===== config.mk =====
export PLATFORM = sky130hd
export DESIGN_NAME = sim_monitor
export DESIGN_NICKNAME = d
export VERILOG_FILES = /design/src/rtl/sim_monitor.sv
export SDC_FILE = /design/constraint.sdc
export NUM_CORES = 1
export LEC_CHECK = 0
export CAP_MARGIN = 20
export CORE_MARGIN = 2
export CORE_UTILIZATION = 35
export CTS_CLUSTER_SIZE = 16
export DETAILED_ROUTE_END_ITERATION = 10
export GPL_ROUTABILITY_DRIVEN = 0
export PLACE_DENSITY = 0.7
export SYNTH_ARGS = -nofsm -noshare
export SYNTH_HDL_FRONTEND = slang
export SYNTH_SLANG_ARGS = --single-unit

===== constraint.sdc =====
create_clock -name clk -period 2.35 [get_ports clk]
set_clock_uncertainty 0.15 [all_clocks]
set_input_delay 0.47 -clock clk [delete_from_list [all_inputs] [get_ports clk]]
set_output_delay 0.47 -clock clk [all_outputs]
set_load 0.01 [all_outputs]

===== src/rtl/sim_monitor.sv =====
// sim_monitor: counts CPU cycles until halt or timeout, then stalls the CPU and streams the register file out one record at a time.
module sim_monitor #(
  parameter int                RWIDTH  = 16,
  parameter int                NREGS   = 16,
  parameter int                IWIDTH  = 16,
  parameter logic [IWIDTH-1:0] HALT_IR = 16'hFFFF,
  parameter int                CWIDTH  = 16,
  parameter int                TIMEOUT = 1000,
  localparam int               SW      = $clog2(NREGS)
) (
  input  logic              clk,
  input  logic              reset,
  input  logic              enable_i,
  input  logic              clear_i,
  input  logic [IWIDTH-1:0] ir_i,
  output logic [SW-1:0]     reg_sel_o,
  input  logic [RWIDTH-1:0] reg_data_i,
  output logic              cpu_stall_o,
  output logic              dump_valid_o,
  input  logic              dump_ready_i,
  output logic [SW-1:0]     dump_idx_o,
  output logic [RWIDTH-1:0] dump_data_o,
  output logic              dump_last_o,
  output logic              done_o,
  output logic [1:0]        status_o,
  output logic [CWIDTH-1:0] cycles_o
);
  typedef enum logic [1:0] {RUN, FETCH, SEND, DONE} state_t;
  state_t            r_state, w_next;
  logic [CWIDTH-1:0] r_cycles;
  logic [SW-1:0]     r_idx, r_didx;
  logic [RWIDTH-1:0] r_data;
  logic [1:0]        r_status;
  logic              w_halt, w_tmo, w_hs, w_last_idx;
  assign w_halt     = r_state == RUN && enable_i && ir_i == HALT_IR;
  assign w_tmo      = r_state == RUN && enable_i && r_cycles == CWIDTH'(TIMEOUT);
  assign w_hs       = r_state == SEND && dump_ready_i;
  assign w_last_idx = r_idx == SW'(NREGS - 1);
  always_comb begin
    w_next = r_state;
    case (r_state)
      RUN:   w_next = (w_halt || w_tmo) ? FETCH : RUN;
      FETCH: w_next = SEND;
      SEND:  w_next = w_hs ? (w_last_idx ? DONE : FETCH) : SEND;
      DONE:  w_next = clear_i ? RUN : DONE;
      default: w_next = RUN;
    endcase
  end
  // The counter freezes on the detecting cycle so it reports the cycle at which the run ended.
  always_ff @(posedge clk or posedge reset) begin
    if (reset) begin
      r_state  <= RUN;
      r_cycles <= '0;
      r_idx    <= '0;
      r_didx   <= '0;
      r_data   <= '0;
      r_status <= 2'b00;
    end else begin
      r_state <= w_next;
      if (r_state == RUN && enable_i && !w_halt && !w_tmo) r_cycles <= r_cycles + CWIDTH'(1);
      if (r_state == DONE && clear_i) begin
        r_cycles <= '0;
        r_status <= 2'b00;
      end
      if (w_halt) r_status <= 2'b01;
      else if (w_tmo) r_status <= 2'b10;
      if (w_halt || w_tmo) r_idx <= '0;
      else if (w_hs && !w_last_idx) r_idx <= r_idx + SW'(1);
      if (r_state == FETCH) begin
        r_data <= reg_data_i;
        r_didx <= r_idx;
      end
    end
  end
  assign reg_sel_o    = r_idx;
  assign cpu_stall_o  = r_state != RUN;
  assign dump_valid_o = r_state == SEND;
  assign dump_idx_o   = r_didx;
  assign dump_data_o  = r_data;
  assign dump_last_o  = r_state == SEND && r_didx == SW'(NREGS - 1);
  assign done_o       = r_state == DONE;
  assign status_o     = r_status;
  assign cycles_o     = r_cycles;
endmodule


## After elaboration in Yosys (flattened, before gate mapping)

Index checks and enable logic that the tools add are counted.

| operators by class | value |
|---|---|
| $add $sub $neg | 2 |
| mux-type cells | 12 |
| equality and inequality tests | 7 |
| reductions and logical operators | 18 |

Operators by type and width:

| operator | number |
|---|---|
| 2-to-1 mux 16 bit | 2 |
| adder 16 x 1 -> 16 bit, second input constant | 1 |
| == test 16 x 10 -> 1 bit, second input constant | 1 |
| == test 16 bit, second input constant | 1 |
| 2-to-1 mux 2 bit | 6 |
| logical AND 1 bit | 9 |
| == test 4 bit, second input constant | 2 |
| 2-to-1 mux 4 bit | 2 |
| one-hot mux 2 bit (4 select lines) | 1 |
| nonzero test 2 bit | 3 |
| adder 4 x 1 -> 4 bit, second input constant | 1 |
| == test 2 bit, second input constant | 2 |
| zero test 1 bit | 3 |
| nonzero test 3 bit | 1 |
| == test 2 x 1 -> 1 bit, second input constant | 1 |
| zero test 2 bit | 1 |
| logical OR 1 bit | 1 |
| 2-to-1 mux 1 bit | 1 |

| word-level totals | value |
|---|---|
| logic and storage cells | 45 |
| bits of input ports | 37 |
| register bits | 44 |
| output and inout bits | 46 |

## Longest topological paths before layout

Gate-level depths: netlist of the first run.

| logic depth | value |
|---|---|
| depth in word-level cells | 8 |
| mapped depth | 8 |
| mapped depth without buffers | 7 |

## Worst setup path after synthesis of the first run

OpenSTA, ideal clock, no wires.

| timing path | value |
|---|---|
| path type | reg-to-reg |
| from | register r_cycles[11] (netlist: cycles_o[11]) |
| to | register r_cycles[13] (netlist: cycles_o[13]) |
| arrival | 1.889 ns |
| cell stages (with the launch flop) | 6 |
| setup time | 0.118 ns |
| required time | 2.082 ns |
| period minus slack after synthesis | 2.157 ns |
| buffers on the path | 0 |
| setup slack | 0.193 ns |
| path through | dfrtp_1 or4_4 nor4_4 a21oi_2 mux2_4 a21o_1 |

| on the way | value |
|---|---|
| word-level cells in the longest chain between the ends | 5 |
| elaborated cells on any way between the ends | 8 |
| those cells by class | add/sub: 1; eq/ne: 1; mux: 2; reduce/logical: 4 |

RTL lines:

| what | line | source |
|---|---|---|
| start, declared | 30 | `logic [CWIDTH-1:0] r_cycles;` |
| start signal, assigned | 60 | `if (r_state == RUN && enable_i && !w_halt && !w_tmo) r_cycles <= r_cycles + CWIDTH'(1);` |
| parallel branches: the longest is 5 deep, another holds adder 16 x 1 -> 16 bit | - |  |

Several ways; the timed one is not identified. The select of a mux whose other input is x is not followed.
A chain may end at the register's enable or synchronous reset.

## Worst setup path in the final report of the first run

| timing path | value |
|---|---|
| from | register r_cycles[11] (netlist: cycles_o[11]) |
| to | register r_cycles[8] (netlist: cycles_o[8]) |

| on the way | value |
|---|---|
| word-level cells in the longest chain between the ends | 5 |

RTL lines:

| what | line | source |
|---|---|---|
| == test 16 x 10 -> 1 bit | 36 | `assign w_tmo = r_state == RUN && enable_i && r_cycles == CWIDTH'(TIMEOUT);` |
| logical AND 1 bit | 36 |  |
| zero test 1 bit | 60 |  |
| logical AND 1 bit | 60 |  |
| nonzero test 2 bit (no line) | - |  |

No other way between the ends.

==> flow_summary.yaml, run 1 <==
setup_path:
  end_kind: "flop"
  rr_endpoint: "cycles_o[8]$_DFFE_PP0P_"
  required_ns: 2.39
  worst_ep_arrival_time_ns: 2.30
  crit_path_start_kind: "flop"
  reg2reg_setup_slack_ns: 0.09
  ff2ff_path_depth: 6
  path_class: "reg2reg"
  timing.rr.start: "cycles_o[11]$_DFFE_PP0P_"
  path_max_fanout: 8
synthesis:
  synthCells: 192
  synth_edf_count: 0
  syn_area_mm2: 0.00214
  synth.top_cell.area_share_pct: 51.3
  syn-num-nets: 232
  synth_top_cell_by_area: "dfrtp_1"
  ys_async_sr_fraction_pct: 100
  synth.area.top_cells: "dfrtp_1, mux2_2, nand2_1"
  synth_top_flop_cell: "dfrtp_1"
  ys_seq_elements: 44
  ys_seq_area_share_pct: 51.3
  ys_warn_count: 0
  syn_avg_cell_area_um2: 11.2
  synth_cell_types: 48
drt:
  drcViolationCount: 0
  drt-pass1-iter-count: 4
  drtIter0Drc: 55
  vias_per_cell: 5.01
  avgRoutedWirePerCell_um: 14.4
  wirelength_um: 5400
  via_count: 1877
  ant_nets: 0
die:
  dieArea_mm2: 0.00677
  row_count: 28
  start_util_pct: 36.2
  die-height_um: 82.3
  die_w_um: 82.3
  core_mm2: 0.00592
  ios: 83
power:
  power.leakage_uw: 0.00144
  power.switching_uw: 1260
  power_frac_seq_pct: 35.9
  powerDensity_mw_per_mm2: 1100
  swShare_pct: 34.5
  clkPwrFrac_pct: 13.7
  p_comb_share_pct: 50.4
  ir_drop_mv: 0.501
  p_int_uw: 2390
cts:
  cts_setup_buffers: 0
  clockBufferDepth: 2
  cts.hold.buffers_added: 0
  path_clk_slew_ns: 0.09
  htreeDepth: 2
  worstSkewPairLatency_ns: 0.30
  cts_resized: 0
  cts.sinks: 44
  numCtsBuffers: 5
  cts_tree: "done"
  cts-root-buf: "clkbuf_8"
sta:
  fin_ws_ns: 0.0920
  fin_crit_sh_pct: 96.1
  rsz0062_at_grt: "yes"
  slew_headroom_pct: 64.8
  period_needed_ns: 2.26
  maxSlewViolCount: 0
  setup_viol: 0
  max_freq_mhz: 443
  finalHoldViolCount: 0
  holdWs_ns: 0.319
  tightest_slew_ns: 0.524
final_layout:
  layout.nets: 339
  fin_util_pct: 55.8
  layout_common_cells: "clkdlybuf4s50_1, dfrtp_1, nand2_1, buf_4, mux2_2"
  seqCellArea_mm2: 0.00110
  num_antenna_cells: 0
  multiInputGateArea_um2: 988
  layout-drive-gt1-share_pct: 21.7
  area_growth_pct: 54.1
  final_common_cell: "clkdlybuf4s50_1"
  fill_cells: 525
grt:
  grt_first_pass_wirelength_um: 8630
  grt_max_degree: 21
  grt_pass1_vias: 1819
  antenna_found_initial: 0
  grt-ovfl-total: 0
  track_usage_pct: 16.7
placement:
  numPortBuffers: 82
  pre_cts_slack_ns: -0.209
  dp_hpwl_um: 4140
job:
  maxCapViolCount: 0
hold_path:
  hold_path_class: "in2async"
status:
  outcome: "finished, final reports clean"
==> area by class of cell <==
type                    count  area share (%)
well taps                  75            2.84
clock inverters             1           0.227
repair buffers            105            30.1
inverters                   9            1.02
clock buffers               7            2.61
flip-flops and latches     44            33.3
multi-input cells         134            29.9
==> cells by family after synthesis <==
kind of cell             count (synthesis)  synth area share (%)
AO/OA/AOI/OAI                           26                  8.81
XOR/XNOR                                 6                  2.45
adder cells (fa/ha/maj)                  3                  1.75
buffers and inverters                   14                  2.98
flip-flops                              44                  51.3
multiplexers                            25                  13.1
AND/OR/NAND/NOR                         74                  19.6
==> power groups by stage <==
stage          clock [µW]  combinational [µW]  sequential, µW
5_1_grt               551                1990            1360
3_5_place_dp            0                1840            1320
4_1_cts               515                1850            1310
3_3_place_gp            0                1800            1320
6_report              498                1840            1310
2_1_floorplan           0                 684            1470
==> synth_stat cells (2+ instances only) <==
cell and n:
dfrtp_1 44, nand2_1 23, mux2_2 20, inv_1 9, nand4_1 8, nor2_1 7, nand3_1 6, o21ai_0 5
and3_1 4, mux2i_1 4, nor3_1 4, a211o_1 3, a21oi_1 3, and4_1 3, clkbuf_1 3, ha_1 3
nor4_1 3, xnor2_1 3, xor2_1 3, a21o_1 2, a22o_1 2, a31oi_1 2, nor3b_1 2, or2_2 2
==> registers in the layout (all words and copies together), names as in the netlist <==
name and cells:
status_o 2, reg_sel_o 4, dump_idx_o 4, r_state 2, cycles_o 16, dump_data_o 16
==> per-layer routing <==
| layer | vias to the layer above | routed length, µm | GRT usage, % |
|---|---|---|---|
| li1 | 907 | - | - |
| met1 | 923 | 2400 | 21.7 |
| met2 | 42 | 2740 | 27.4 |
| met3 | 5 | 208 | 4.46 |
| met4 | 0 | 40 | 4.67 |
| met5 | - | 0 | 0 |
==> worst max-delay path, stage by stage (launching register included) <==
cell     delay [ns]
dfrtp_1        0.38
or4_4          0.54
nor4_4         0.34
buf_4          0.18
a21o_2         0.21
nor3_1         0.07
a211o_1        0.26
==> how the worst max path moves through the flow <==
stage	cells after the start	from	slack, ns	to
finish	6	cycles_o[11]$_DFFE_PP0P_	0.09	cycles_o[8]$_DFFE_PP0P_
global route	8	ir_i[14]	-0.0008	cycles_o[15]$_DFFE_PP0P_
detailed placement	9	enable_i	-0.21	cycles_o[2]$_DFFE_PP0P_
floorplan	5	cycles_o[11]$_DFFE_PP0P_	0.19	cycles_o[13]$_DFFE_PP0P_
global placement	7	enable_i	-0.25	cycles_o[11]$_DFFE_PP0P_
CTS	6	cycles_o[11]$_DFFE_PP0P_	0.07	cycles_o[8]$_DFFE_PP0P_
==> per-stage QoR <==
step | total power (µW) | cells | setup TNS, ns | area (µm²)
CTS | 3680 | 375 | 0 | 3300
global placement | 3120 | 367 | -2.19 | 3200
global route | 3900 | 375 | -0.000763 | 3300
floorplan | 2150 | 192 | 0 | 2140
detailed placement | 3160 | 367 | -2.11 | 3200
finish | 3640 | 375 | 0 | 3300
Note: power is estimated with default switching activity, not from simulation.
==> run 2: changes to the inputs <==
Settings changed: ABC_AREA set to 1, PLACE_DENSITY 0.7 to 0.66.
==> run 2 against run 1 <==
First-iteration DRC count up 38%. Maximum frequency about the same. Via count up 24%. Cell count up 34%. Critical endpoint is now dump_last_o.
==> flow_summary.yaml, run 2 <==
synthesis:
  synth-simple-area-share_pct: 33.5
  synth_top_cell_by_area: "dfrtp_1"
  netlist_top_cells_count: "nand2_1, dfrtp_1, inv_1, nand3_1, nor2_1"
  ys_warn_count: 0
  ys_seq_elements: 44
  synthCells: 318
  synth.top_cell.area_share_pct: 44.2
  syn-num-nets: 358
  synth_top_flop_cell: "dfrtp_1"
  syn_avg_cell_area_um2: 7.83
  ys_seq_area_share_pct: 44.2
  muxShareOfSynthArea_pct: 8.14
  synth_compound_area_share_pct: 2.26
  synthAdderAreaFrac_pct: 1.51
  synth_edf_count: 0
  yosysMostFrequentCell: "nand2_1"
  synth-xor-area-share_pct: 2.11
  ys_async_sr_fraction_pct: 100
  syn_area_mm2: 0.00249
  synth.area.top_cells: "dfrtp_1, nand2_1, mux2_2"
  synth_top_family_by_area: "simple AND/OR/NAND/NOR gates"
  synth_cell_types: 25
die:
  ios: 83
  die-height_um: 88.3
  start_util_pct: 36.4
  dieArea_mm2: 0.00780
  die_w_um: 88.3
  core_mm2: 0.00683
  row_count: 30
sta:
  finalHoldViolCount: 0
  period_needed_ns: 2.26
  tightest_slew_ns: 0.438
  setup_viol: 0
  fin_crit_sh_pct: 96.1
  slew_headroom_pct: 70.8
  maxSlewViolCount: 0
  rsz0062_at_grt: "no"
  setup_tns_ns: 0
  max_freq_mhz: 443
power:
  power.leakage_uw: 0.00169
  ir_drop_mv: 0.393
  power_uw: 3330
  powerDensity_mw_per_mm2: 939
final_layout:
  area_growth_pct: 42.4
  layout_common_cells: "nand2_1, clkdlybuf4s50_1, dfrtp_1"
  fin_util_pct: 51.9
  layout-drive-gt1-share_pct: 12.5
  layout.nets: 446
  final_common_cell: "nand2_1"
  num_antenna_cells: 0
drt:
  drt-pass1-iter-count: 4
  avgRoutedWirePerCell_um: 12.2
  drtIter0Drc: 76
  wirelength_um: 6160
  ant_nets: 0
  via_count: 2322
  vias_per_cell: 4.62
  drcViolationCount: 0
setup_path:
  crit_cells: 4
  path_max_fanout: 4
  path_class: "reg2out"
  worst_ep_arrival_time_ns: 1.64
  cpMaxStageDelayCell: "clkdlybuf4s50_1"
  reg2reg_setup_slack_ns: 0.50
  ff2ff_path_depth: 8
  crit_chain: "nor2_4 > inv_1 > nor2_1 > clkdlybuf4s50_1"
  crit_buf_inv: 2
  required_ns: 1.73
  end_kind: "output pin"
  crit_path_start_kind: "flop"
  crit_family: "buffers and inverters"
  cp_slowest_stage_delay_ns: 0.55
hold_path:
  hold_path_class: "in2async"
grt:
  antenna_found_initial: 0
  grt_pass1_vias: 2183
  grt_max_degree: 24
  track_usage_pct: 16.0
  grt-ovfl-total: 0
  grt_first_pass_wirelength_um: 9900
cts:
  cts_setup_buffers: 0
  cts_resized: 0
  cts.hold.buffers_added: 0
  cts_tree: "done"
  numCtsBuffers: 5
  path_clk_slew_ns: 0.09
  cts.sinks: 44
  htreeDepth: 2
  cts-root-buf: "clkbuf_8"
  clockBufferDepth: 2
  worstSkewPairLatency_ns: 0.30
placement:
  dp_hpwl_um: 4630
  numPortBuffers: 82
job:
  maxCapViolCount: 0
status:
  outcome: "finished, final reports clean"
==> run 2: cell count changes after synthesis, sizes merged, moves of 3 or more <==
cell,before,now
and4,3,0
and3,5,0
nor4,5,0
nand2,24,103
a211o,3,0
inv,9,44
nand3,6,34
nor3,4,0
mux2i,4,0
mux2,21,18
nor2,8,39
==> run 2: cells by family after synthesis <==
| group | count (synthesis) |
|---|---|
| multiplexers | 18 |
| XOR/XNOR | 6 |
| AO/OA/AOI/OAI | 10 |
| buffers and inverters | 50 |
| flip-flops | 44 |
| adder cells (fa/ha/maj) | 3 |
| AND/OR/NAND/NOR | 187 |
==> run 2: final timing paths <==
check / startpoint / end
max in group asynchronous: reset / r_state[0]$_DFF_PP0_
worst max register to register: cycles_o[0]$_DFFE_PP0P_ / cycles_o[6]$_DFFE_PP0P_
min in group clk: dump_data_o[4]$_DFFE_PP0N_ / dump_data_o[4]$_DFFE_PP0N_
worst min register to register: dump_data_o[4]$_DFFE_PP0N_ / dump_data_o[4]$_DFFE_PP0N_
worst min-delay path: reset / dump_data_o[5]$_DFFE_PP0N_
worst max-delay path: r_state[0]$_DFF_PP0_ / dump_last_o
==> run 2: metal layers <==
metal | share of wire [%] | global-route usage [%] | routed length (µm)
met5 | 0 | 0 | 0
met4 | 2.1 | 6.75 | 129
met3 | 4.6 | 2.99 | 284
met2 | 47 | 25.8 | 2920
met1 | 46 | 21.2 | 2820
==> run 2: worst reg2reg max path, cell delays in order, from the launching register on <==
cell	delay, ns
dfrtp_1	0.49
inv_1	0.10
ha_1	0.25
nand3_1	0.09
nor2_1	0.05
nand2_1	0.08
nand3_2	0.30
nand3_1	0.17
nand2_1	0.06
==> run 2: through the flow <==
stage               setup WS, ns  hold WS [ns]  cells  cell area (µm²)
finish                    0.0913         0.262    503             3550
global route              0.0148         0.274    503             3550
CTS                       0.0388         0.265    503             3540
detailed placement         0.341         0.342    495             3420
global placement           0.388         0.337    495             3420
floorplan                  0.699         0.387    318             2490
==> run 2: power by group <==
part           internal [µW]  switching, µW
registers               1020            224
logic                    823            656
clock network            321            285
total                   2160           1170
==> run 2: area by class of cell <==
type / count / area, µm²
fillers: 667 / 3290
multi-input cells: 224 / 1190
flip-flops and latches: 44 / 1100
repair buffers: 86 / 851
inverters: 45 / 169
well taps: 96 / 120
clock buffers: 5 / 68.8
clock inverters: 3 / 46.3
==> run 3: changes to the inputs <==
Settings changed: CAP_MARGIN 20 to unset, GPL_ROUTABILITY_DRIVEN 0 to 1.
==> results of run 3 <==
Final layout, timing and power as in run 2 (identical DEF).
